[config.mk]
export PLATFORM = sky130hd
export DESIGN_NAME = wb_regfile_param
export DESIGN_NICKNAME = d
export VERILOG_FILES = /design/src/rtl/core_pkg.sv /design/src/rtl/wb_regfile_param_opr2_shifter.sv /design/src/rtl/wb_regfile_param.sv
export SDC_FILE = /design/constraint.sdc
export NUM_CORES = 2
export LEC_CHECK = 0
export ABC_CLOCK_PERIOD_IN_PS = 11650
export BUFFER_PORTS_ARGS = -buffer_cell sky130_fd_sc_hd__buf_4
export CELL_PAD_IN_SITES_DETAIL_PLACEMENT = 1
export CELL_PAD_IN_SITES_GLOBAL_PLACEMENT = 1
export CORE_ASPECT_RATIO = 1.2
export CORE_UTILIZATION = 35
export CTS_BUF_LIST = sky130_fd_sc_hd__clkbuf_8
export DETAILED_ROUTE_END_ITERATION = 7
export PLACE_DENSITY_LB_ADDON = 0.1
export SLEW_MARGIN = 40
export SYNTH_ARGS = -nofsm -noshare
export SYNTH_HDL_FRONTEND = slang
export SYNTH_SLANG_ARGS = --single-unit
[constraint.sdc]
create_clock -name clk -period 11.65 [get_ports clk]
set_clock_uncertainty 0.15 [all_clocks]
set_input_delay 2.33 -clock clk [delete_from_list [all_inputs] [get_ports clk]]
set_output_delay 2.33 -clock clk [all_outputs]
set_load 0.005 [all_outputs]
[src/rtl/core_pkg.sv]
`default_nettype none
// +--------------------------------------------------------------------+
// | core_pkg                                                           |
// | Shared constants and types for the pipelined core datapath.        |
// | Revision: 1.0                                                      |
// +--------------------------------------------------------------------+
package core_pkg;

  typedef enum logic [1:0] {
    SFT_LSR = 2'b00,
    SFT_LSL = 2'b01,
    SFT_ASR = 2'b10,
    SFT_ROR = 2'b11
  } sft_op_e;

  // Bit positions inside the 4-bit NZCV flag word.
  localparam int FLAG_V = 0;
  localparam int FLAG_C = 1;
  localparam int FLAG_Z = 2;
  localparam int FLAG_N = 3;

  localparam int DEF_DW    = 32;
  localparam int DEF_NREGS = 16;

  function automatic int max_int(input int a, input int b);
    return (a > b) ? a : b;
  endfunction

endpackage : core_pkg
`default_nettype wire

[src/rtl/wb_regfile_param_opr2_shifter.sv]
`default_nettype none
// +--------------------------------------------------------------------+
// | opr2_shifter                                                       |
// | Combinational LSR/LSL/ASR/ROR barrel shifter for operand 2.        |
// | Revision: 1.0                                                      |
// +--------------------------------------------------------------------+
module opr2_shifter
  import core_pkg::*;
#(
  parameter int DW    = DEF_DW,
  parameter int AMT_W = 5
) (
  input  logic [DW-1:0]    value,
  input  logic [AMT_W-1:0] amt,
  input  sft_op_e          op,
  output logic [DW-1:0]    result
);

  localparam int c_RW = $clog2(DW);

  logic [c_RW-1:0] w_rot;
  logic [DW-1:0]   w_ror;

  // Rotation wraps modulo DW; a left shift by DW yields zero when w_rot is 0.
  assign w_rot = amt[c_RW-1:0];
  assign w_ror = (value >> w_rot) | (value << (DW - int'(w_rot)));

  always_comb begin
    result = value;
    unique case (op)
      SFT_LSR: result = value >> amt;
      SFT_LSL: result = value << amt;
      SFT_ASR: result = $signed(value) >>> amt;
      SFT_ROR: result = w_ror;
      default: result = value;
    endcase
  end

endmodule : opr2_shifter
`default_nettype wire

[src/rtl/wb_regfile_param.sv]
`default_nettype none
// +--------------------------------------------------------------------+
// | wb_regfile_param                                                   |
// | Write-back register file, operand fetch with bypass, NZCV, debug.  |
// | Revision: 1.0                                                      |
// +--------------------------------------------------------------------+
module wb_regfile_param
  import core_pkg::*;
#(
  parameter int DW          = DEF_DW,
  parameter int NREGS       = DEF_NREGS,
  parameter int SHOW_W      = 16,
  parameter int INIT_STRIDE = 16,
  parameter int ZERO_R0     = 1
) (
  input  logic                     clk,
  input  logic                     rst,
  input  logic                     wr_en,
  input  logic [$clog2(NREGS)-1:0] wr_addr,
  input  logic [DW-1:0]            wr_data,
  input  logic                     flags_en,
  input  logic [3:0]               flags_in,
  input  logic                     rd_en,
  input  logic [$clog2(NREGS)-1:0] rd_addr1,
  input  logic [$clog2(NREGS)-1:0] rd_addr2,
  input  logic                     imm_or_reg,
  input  logic [7:0]               imm,
  input  logic [3:0]               sft_imm,
  input  logic [7:0]               sft_ctl,
  input  logic [$clog2(NREGS)-1:0] show_sel,
  output logic [DW-1:0]            opr1,
  output logic [DW-1:0]            opr2,
  output logic                     opr_valid,
  output logic [1:0]               fwd_hit,
  output logic [3:0]               flags_out,
  output logic [SHOW_W-1:0]        show
);

  localparam int c_AW    = $clog2(NREGS);
  localparam int c_SW    = $clog2(DW);
  localparam int c_AMT_W = max_int(c_SW, 5);

  logic [DW-1:0]     r_regs [NREGS];
  logic [DW-1:0]     r_opr1;
  logic [DW-1:0]     r_opr2;
  logic              r_valid;
  logic [1:0]        r_hit;
  logic [3:0]        r_flags;
  logic [SHOW_W-1:0] r_show;

  logic              w_wr_ok;
  logic              w_hit1;
  logic              w_hit2;
  logic              w_hita;
  logic [DW-1:0]     w_eff1;
  logic [DW-1:0]     w_eff2;
  logic [c_AW-1:0]   w_amt_addr;
  logic [c_SW-1:0]   w_amt_reg;
  logic [c_AMT_W-1:0] w_amt;
  sft_op_e           w_op;
  logic [DW-1:0]     w_imm_sh;
  logic [DW-1:0]     w_reg_sh;

  function automatic logic is_r0(input logic [c_AW-1:0] a);
    return (ZERO_R0 != 0) && (a == '0);
  endfunction

  assign w_wr_ok    = wr_en && !is_r0(wr_addr);
  assign w_amt_addr = c_AW'(sft_ctl[7:4]);
  assign w_op       = sft_op_e'(sft_ctl[2:1]);

  // Every read port sees this cycle's write-back; the hardwired zero register never bypasses.
  always_comb begin
    w_hit1 = wr_en && (wr_addr == rd_addr1) && !is_r0(rd_addr1);
    w_hit2 = wr_en && (wr_addr == rd_addr2) && !is_r0(rd_addr2);
    w_hita = wr_en && (wr_addr == w_amt_addr) && !is_r0(w_amt_addr);

    w_eff1 = is_r0(rd_addr1) ? '0 : (w_hit1 ? wr_data : r_regs[rd_addr1]);
    w_eff2 = is_r0(rd_addr2) ? '0 : (w_hit2 ? wr_data : r_regs[rd_addr2]);

    w_amt_reg = is_r0(w_amt_addr) ? '0
              : (w_hita ? wr_data[c_SW-1:0] : r_regs[w_amt_addr][c_SW-1:0]);
    w_amt     = sft_ctl[0] ? c_AMT_W'(w_amt_reg) : c_AMT_W'(sft_ctl[7:3]);
  end

  opr2_shifter #(
    .DW    (DW),
    .AMT_W (c_AMT_W)
  ) u_imm_rot (
    .value  (DW'(imm)),
    .amt    (c_AMT_W'({sft_imm, 1'b0})),
    .op     (SFT_ROR),
    .result (w_imm_sh)
  );

  opr2_shifter #(
    .DW    (DW),
    .AMT_W (c_AMT_W)
  ) u_reg_sh (
    .value  (w_eff2),
    .amt    (w_amt),
    .op     (w_op),
    .result (w_reg_sh)
  );

  always_ff @(posedge clk) begin
    if (!rst) begin
      for (int k = 0; k < NREGS; k++) begin
        r_regs[k] <= (k < NREGS - 1) ? DW'(k * INIT_STRIDE) : '0;
      end
    end else if (w_wr_ok) begin
      r_regs[wr_addr] <= wr_data;
    end
  end

  always_ff @(posedge clk) begin
    if (!rst) begin
      r_opr1  <= '0;
      r_opr2  <= '0;
      r_valid <= 1'b0;
      r_hit   <= '0;
      r_flags <= '0;
      r_show  <= '0;
    end else begin
      r_valid <= rd_en;
      if (rd_en) begin
        r_opr1 <= w_eff1;
        r_opr2 <= imm_or_reg ? w_imm_sh : w_reg_sh;
        r_hit  <= {!imm_or_reg && w_hit2, w_hit1};
      end
      if (flags_en) begin
        r_flags <= flags_in;
      end
      // Debug view deliberately lags the write port by one edge.
      r_show <= r_regs[show_sel][SHOW_W-1:0];
    end
  end

  assign opr1      = r_opr1;
  assign opr2      = r_opr2;
  assign opr_valid = r_valid;
  assign fwd_hit   = r_hit;
  assign flags_out = r_flags;
  assign show      = r_show;

endmodule : wb_regfile_param
`default_nettype wire

==> qor.yml <==
place:
  globalplace.congestion: 1.052
  port-buffer-count: 164
  pre_cts_ws_ps: 3464
  place_area_um2: 42730
  dpl.hpwl_um: 125800
sta:
  hold_viol: 0
  drv_slew: 0
  finalCritPeriodShare_pct: 63.55
  rsz0062_at_grt: "false"
  fmax_ghz: 0.1351
  tightest_slew_ps: 957.4
  tns_ps: 0
  layout_setup_ws_ps: 4246
  setup-violations-final: 0
  hold_slack_ps: 345.1
  period_needed_ps: 7404
  maxSlewHeadroom_pct: 35.50
pwr:
  pwr-share-clk_pct: 32.6
  p_comb_share_pct: 28.6
  swShare_pct: 35.37
  switchingPower_mw: 2.335
  power.density_nw_per_um2: 146.4
  cellLeakagePower_nw: 16.22
  ir_worst_vdd_v: 0.00008896
  power.internal_mw: 4.267
  p_seq_share_pct: 38.9
drt:
  met1_length_um: 68220
  highest_layer: "met5"
  dr_wl_met2_um: 92680
  ant_nets: 0
  vias: 31620
  route.met3.wl_um: 12970
  drt-total-wl_um: 188700
  drcViolationCount: 0
  first_pass_iters: 6
  drt_iter0_drc: 3309
  wl_per_cell_um: 38.23
  via_per_inst: 6.406
layout:
  final_area_um2: 45090
  syn_to_final_growth_pct: 14.06
  drive_above_1_share_pct: 27.51
  layout_common_cells: "512 x edfxtp_1, 477 x and2_1, 390 x mux4_2, 264 x buf_4, 231 x nand2_1"
  final_common_cell: "edfxtp_1"
  nets: 3417
critical_path:
  path_buf_inv: 5
  reg2reg_to: "opr2[11]"
  required_ps: 12170
  crit_type: "in -> reg"
  critPathMaxFanout: 40
  critical-path-top-delay-family: "buffers and inverters"
  r2r_slack_ps: 6000
  reg2regPathDepth: 15
  start_kind: "primary input"
  rr_startpoint: "r_regs[11][0]"
  critPathCaptureType: "flop"
  cpPeakStageDelay_ps: 610
  crit_arrival_ps: 7920
  path_cells: "buf_4 > xnor2_1 > and4_1 > and3b_1 > a221o_2 > buf_4 > inv_2 > ha_1 > buf_4 > clkinv_1 > a21oi_1 > nand2_1 > a31oi_1 > o221ai_1 > nor4_2 > a221oi_1"
  crit_top_cell: "buf_4"
  cpMaxStageDelayCell: "clkinv_1"
hold_path:
  hold_path_end: "opr1[30]"
  min_from: "opr1[30]"
  min_path_cells: 2
  hp-class: "reg -> reg"
clocking:
  ctsResizeCount: 0
  h-tree-depth: 3
  clock_path_buffers: 3
  cts_setup_buffers: 0
  cts-hold-fix-buffers: 0
  clock_sink_count: 599
  clockRootBuffer: "clkbuf_8"
  cts_buffers: 105
  cts_tree: "built"
  clkLatencyLatePin_ps: 830
  clk_pin_slew_worst_paths_ps: 60
floorplanning:
  die_area_um2: 114300
  die_x_um: 308.8
  start_util_pct: 35.40
  die_y_um: 370.1
  coreArea_um2: 111700
  rows: 134
  io_pins: 165
global_route:
  grt_overflow_total: 0
  grt_usage_pct: 33.14
  first_global_vias: 32740
  grt_antenna_before_repair: 16
  grt_max_degree: 57
  grt_first_pass_wirelength_um: 262800
synth:
  synth-edff-count: 512
  avgSynthCellArea_um2: 12.24
  ys_seq_elements: 599
  syn_inst: 3230
  synth_flop_cell: "edfxtp_1"
  async_flop_share_pct: 0
  netlist_area_um2: 39530
  synth.largest_area_cell: "edfxtp_1"
  yosysSeqAreaShare_pct: 43.30
  synth_area_leaders: "edfxtp_1 39%, mux4_2 22%, and2_1 7.6%, mux2i_1 5.2%, dfxtp_1 4.4%"
  synth_cell_type_count: 92
  yosysTopAreaCellShare_pct: 38.89
  yosys_warnings: 0
status:
  status: "completed"
flow_run:
  drv_cap: 0
## worst max-delay path by stage
stage / startpoint / end / slack, ps / cells after the start
6_report: sft_ctl[4] / opr2[26] / 4250 / 16
5_1_grt: sft_ctl[4] / opr2[26] / 3930 / 16
4_1_cts: sft_ctl[4] / opr2[26] / 4390 / 16
3_5_place_dp: sft_ctl[4] / opr2[26] / 3460 / 16
3_3_place_gp: sft_ctl[4] / opr2[26] / 3200 / 16
2_1_floorplan: sft_ctl[4] / opr2[31] / 5010 / 20
## cells in the mapped netlist (9+ instances only)
| master | number |
|---|---|
| a221oi_1 | 23 |
| o221ai_1 | 19 |
| buf_2 | 64 |
| o21ai_1 | 18 |
| o21ai_0 | 77 |
| nor2_1 | 200 |
| edfxtp_1 | 512 |
| mux2_2 | 13 |
| nor2b_1 | 20 |
| nand2b_1 | 21 |
| mux4_2 | 390 |
| nand2_1 | 233 |
| nor3_1 | 27 |
| clkbuf_1 | 198 |
| dfxtp_1 | 87 |
| a32oi_1 | 14 |
| o31ai_1 | 13 |
| and2_1 | 478 |
| inv_1 | 10 |
| o2bb2ai_1 | 10 |
| nand3_1 | 41 |
| nand3b_1 | 9 |
| buf_4 | 11 |
| a31oi_1 | 19 |
| a22oi_1 | 90 |
| xnor2_1 | 11 |
| o211ai_1 | 16 |
| a21oi_1 | 134 |
| o22ai_1 | 9 |
| a211oi_1 | 29 |
| and3_1 | 14 |
| mux2i_1 | 206 |
| or3_1 | 28 |
| buf_1 | 36 |
## power by group through the flow
stage | Clock [mW] | Combinational (mW) | Sequential [mW]
after floorplan | 0 | 1.09 | 2.57
after global placement | 0 | 1.81 | 2.59
after detailed placement | 0 | 1.83 | 2.61
after CTS | 2.19 | 1.83 | 2.56
after global routing | 2.27 | 1.95 | 2.58
final | 2.15 | 1.89 | 2.57
## registers in the layout, summed over array words and instances, names as in the netlist
register	cells
opr1	32
fwd_hit	2
opr_valid	1
show	16
opr2	32
flags_out	4
r_regs	512
## worst register-to-register path, delay by kind of cell, from the launching register on
kind,cells,cell delay (ps)
and+or+nand+nor,2,500
buffers and inverters,4,1450
DFF,1,450
xor gates and xnor gates,1,250
AOI/OAI and AO/OA,6,1840
muxes,2,880
## layer usage
metal	vias up	GRT usage, %
li1	12780	-
met1	16770	38.36
met2	1558	55.18
met3	489	5.652
met4	10	24.45
met5	-	0
## area by class of cell
class	count	area, um^2
sequential	599	17120
inverter	17	67.56
timing repair buffer	288	2288
clock buffer	119	1638
multi-input combinational	2326	21480
antenna	11	27.53
tap	1496	1872
clock inverter	79	604.3
fill	11780	66570
## metrics by stage
step	utilization [%]	std cells	power, mW
after floorplan	-	3261	3.658
after global placement	38.03	4709	4.403
after detailed placement	38.27	4721	4.434
after CTS	40.28	4919	6.591
after global routing	40.36	4928	6.802
final	40.38	4935	6.603
## cell families (layout without fill, tap and decap cells)
family | count (synthesis) | after routing | synth area share (%)
and+or+nand+nor | 1095 | 1095 | 14.51
xor gates and xnor gates | 19 | 19 | 0.5064
DFF | 599 | 599 | 43.30
muxes | 610 | 610 | 27.84
other | 1 | 43 | 0.009486
AOI/OAI and AO/OA | 568 | 568 | 10.07
adders and majority gates | 2 | 2 | 0.06329
buffers and inverters | 336 | 503 | 3.703
No activity file was read; power rests on OpenSTA's default activity.
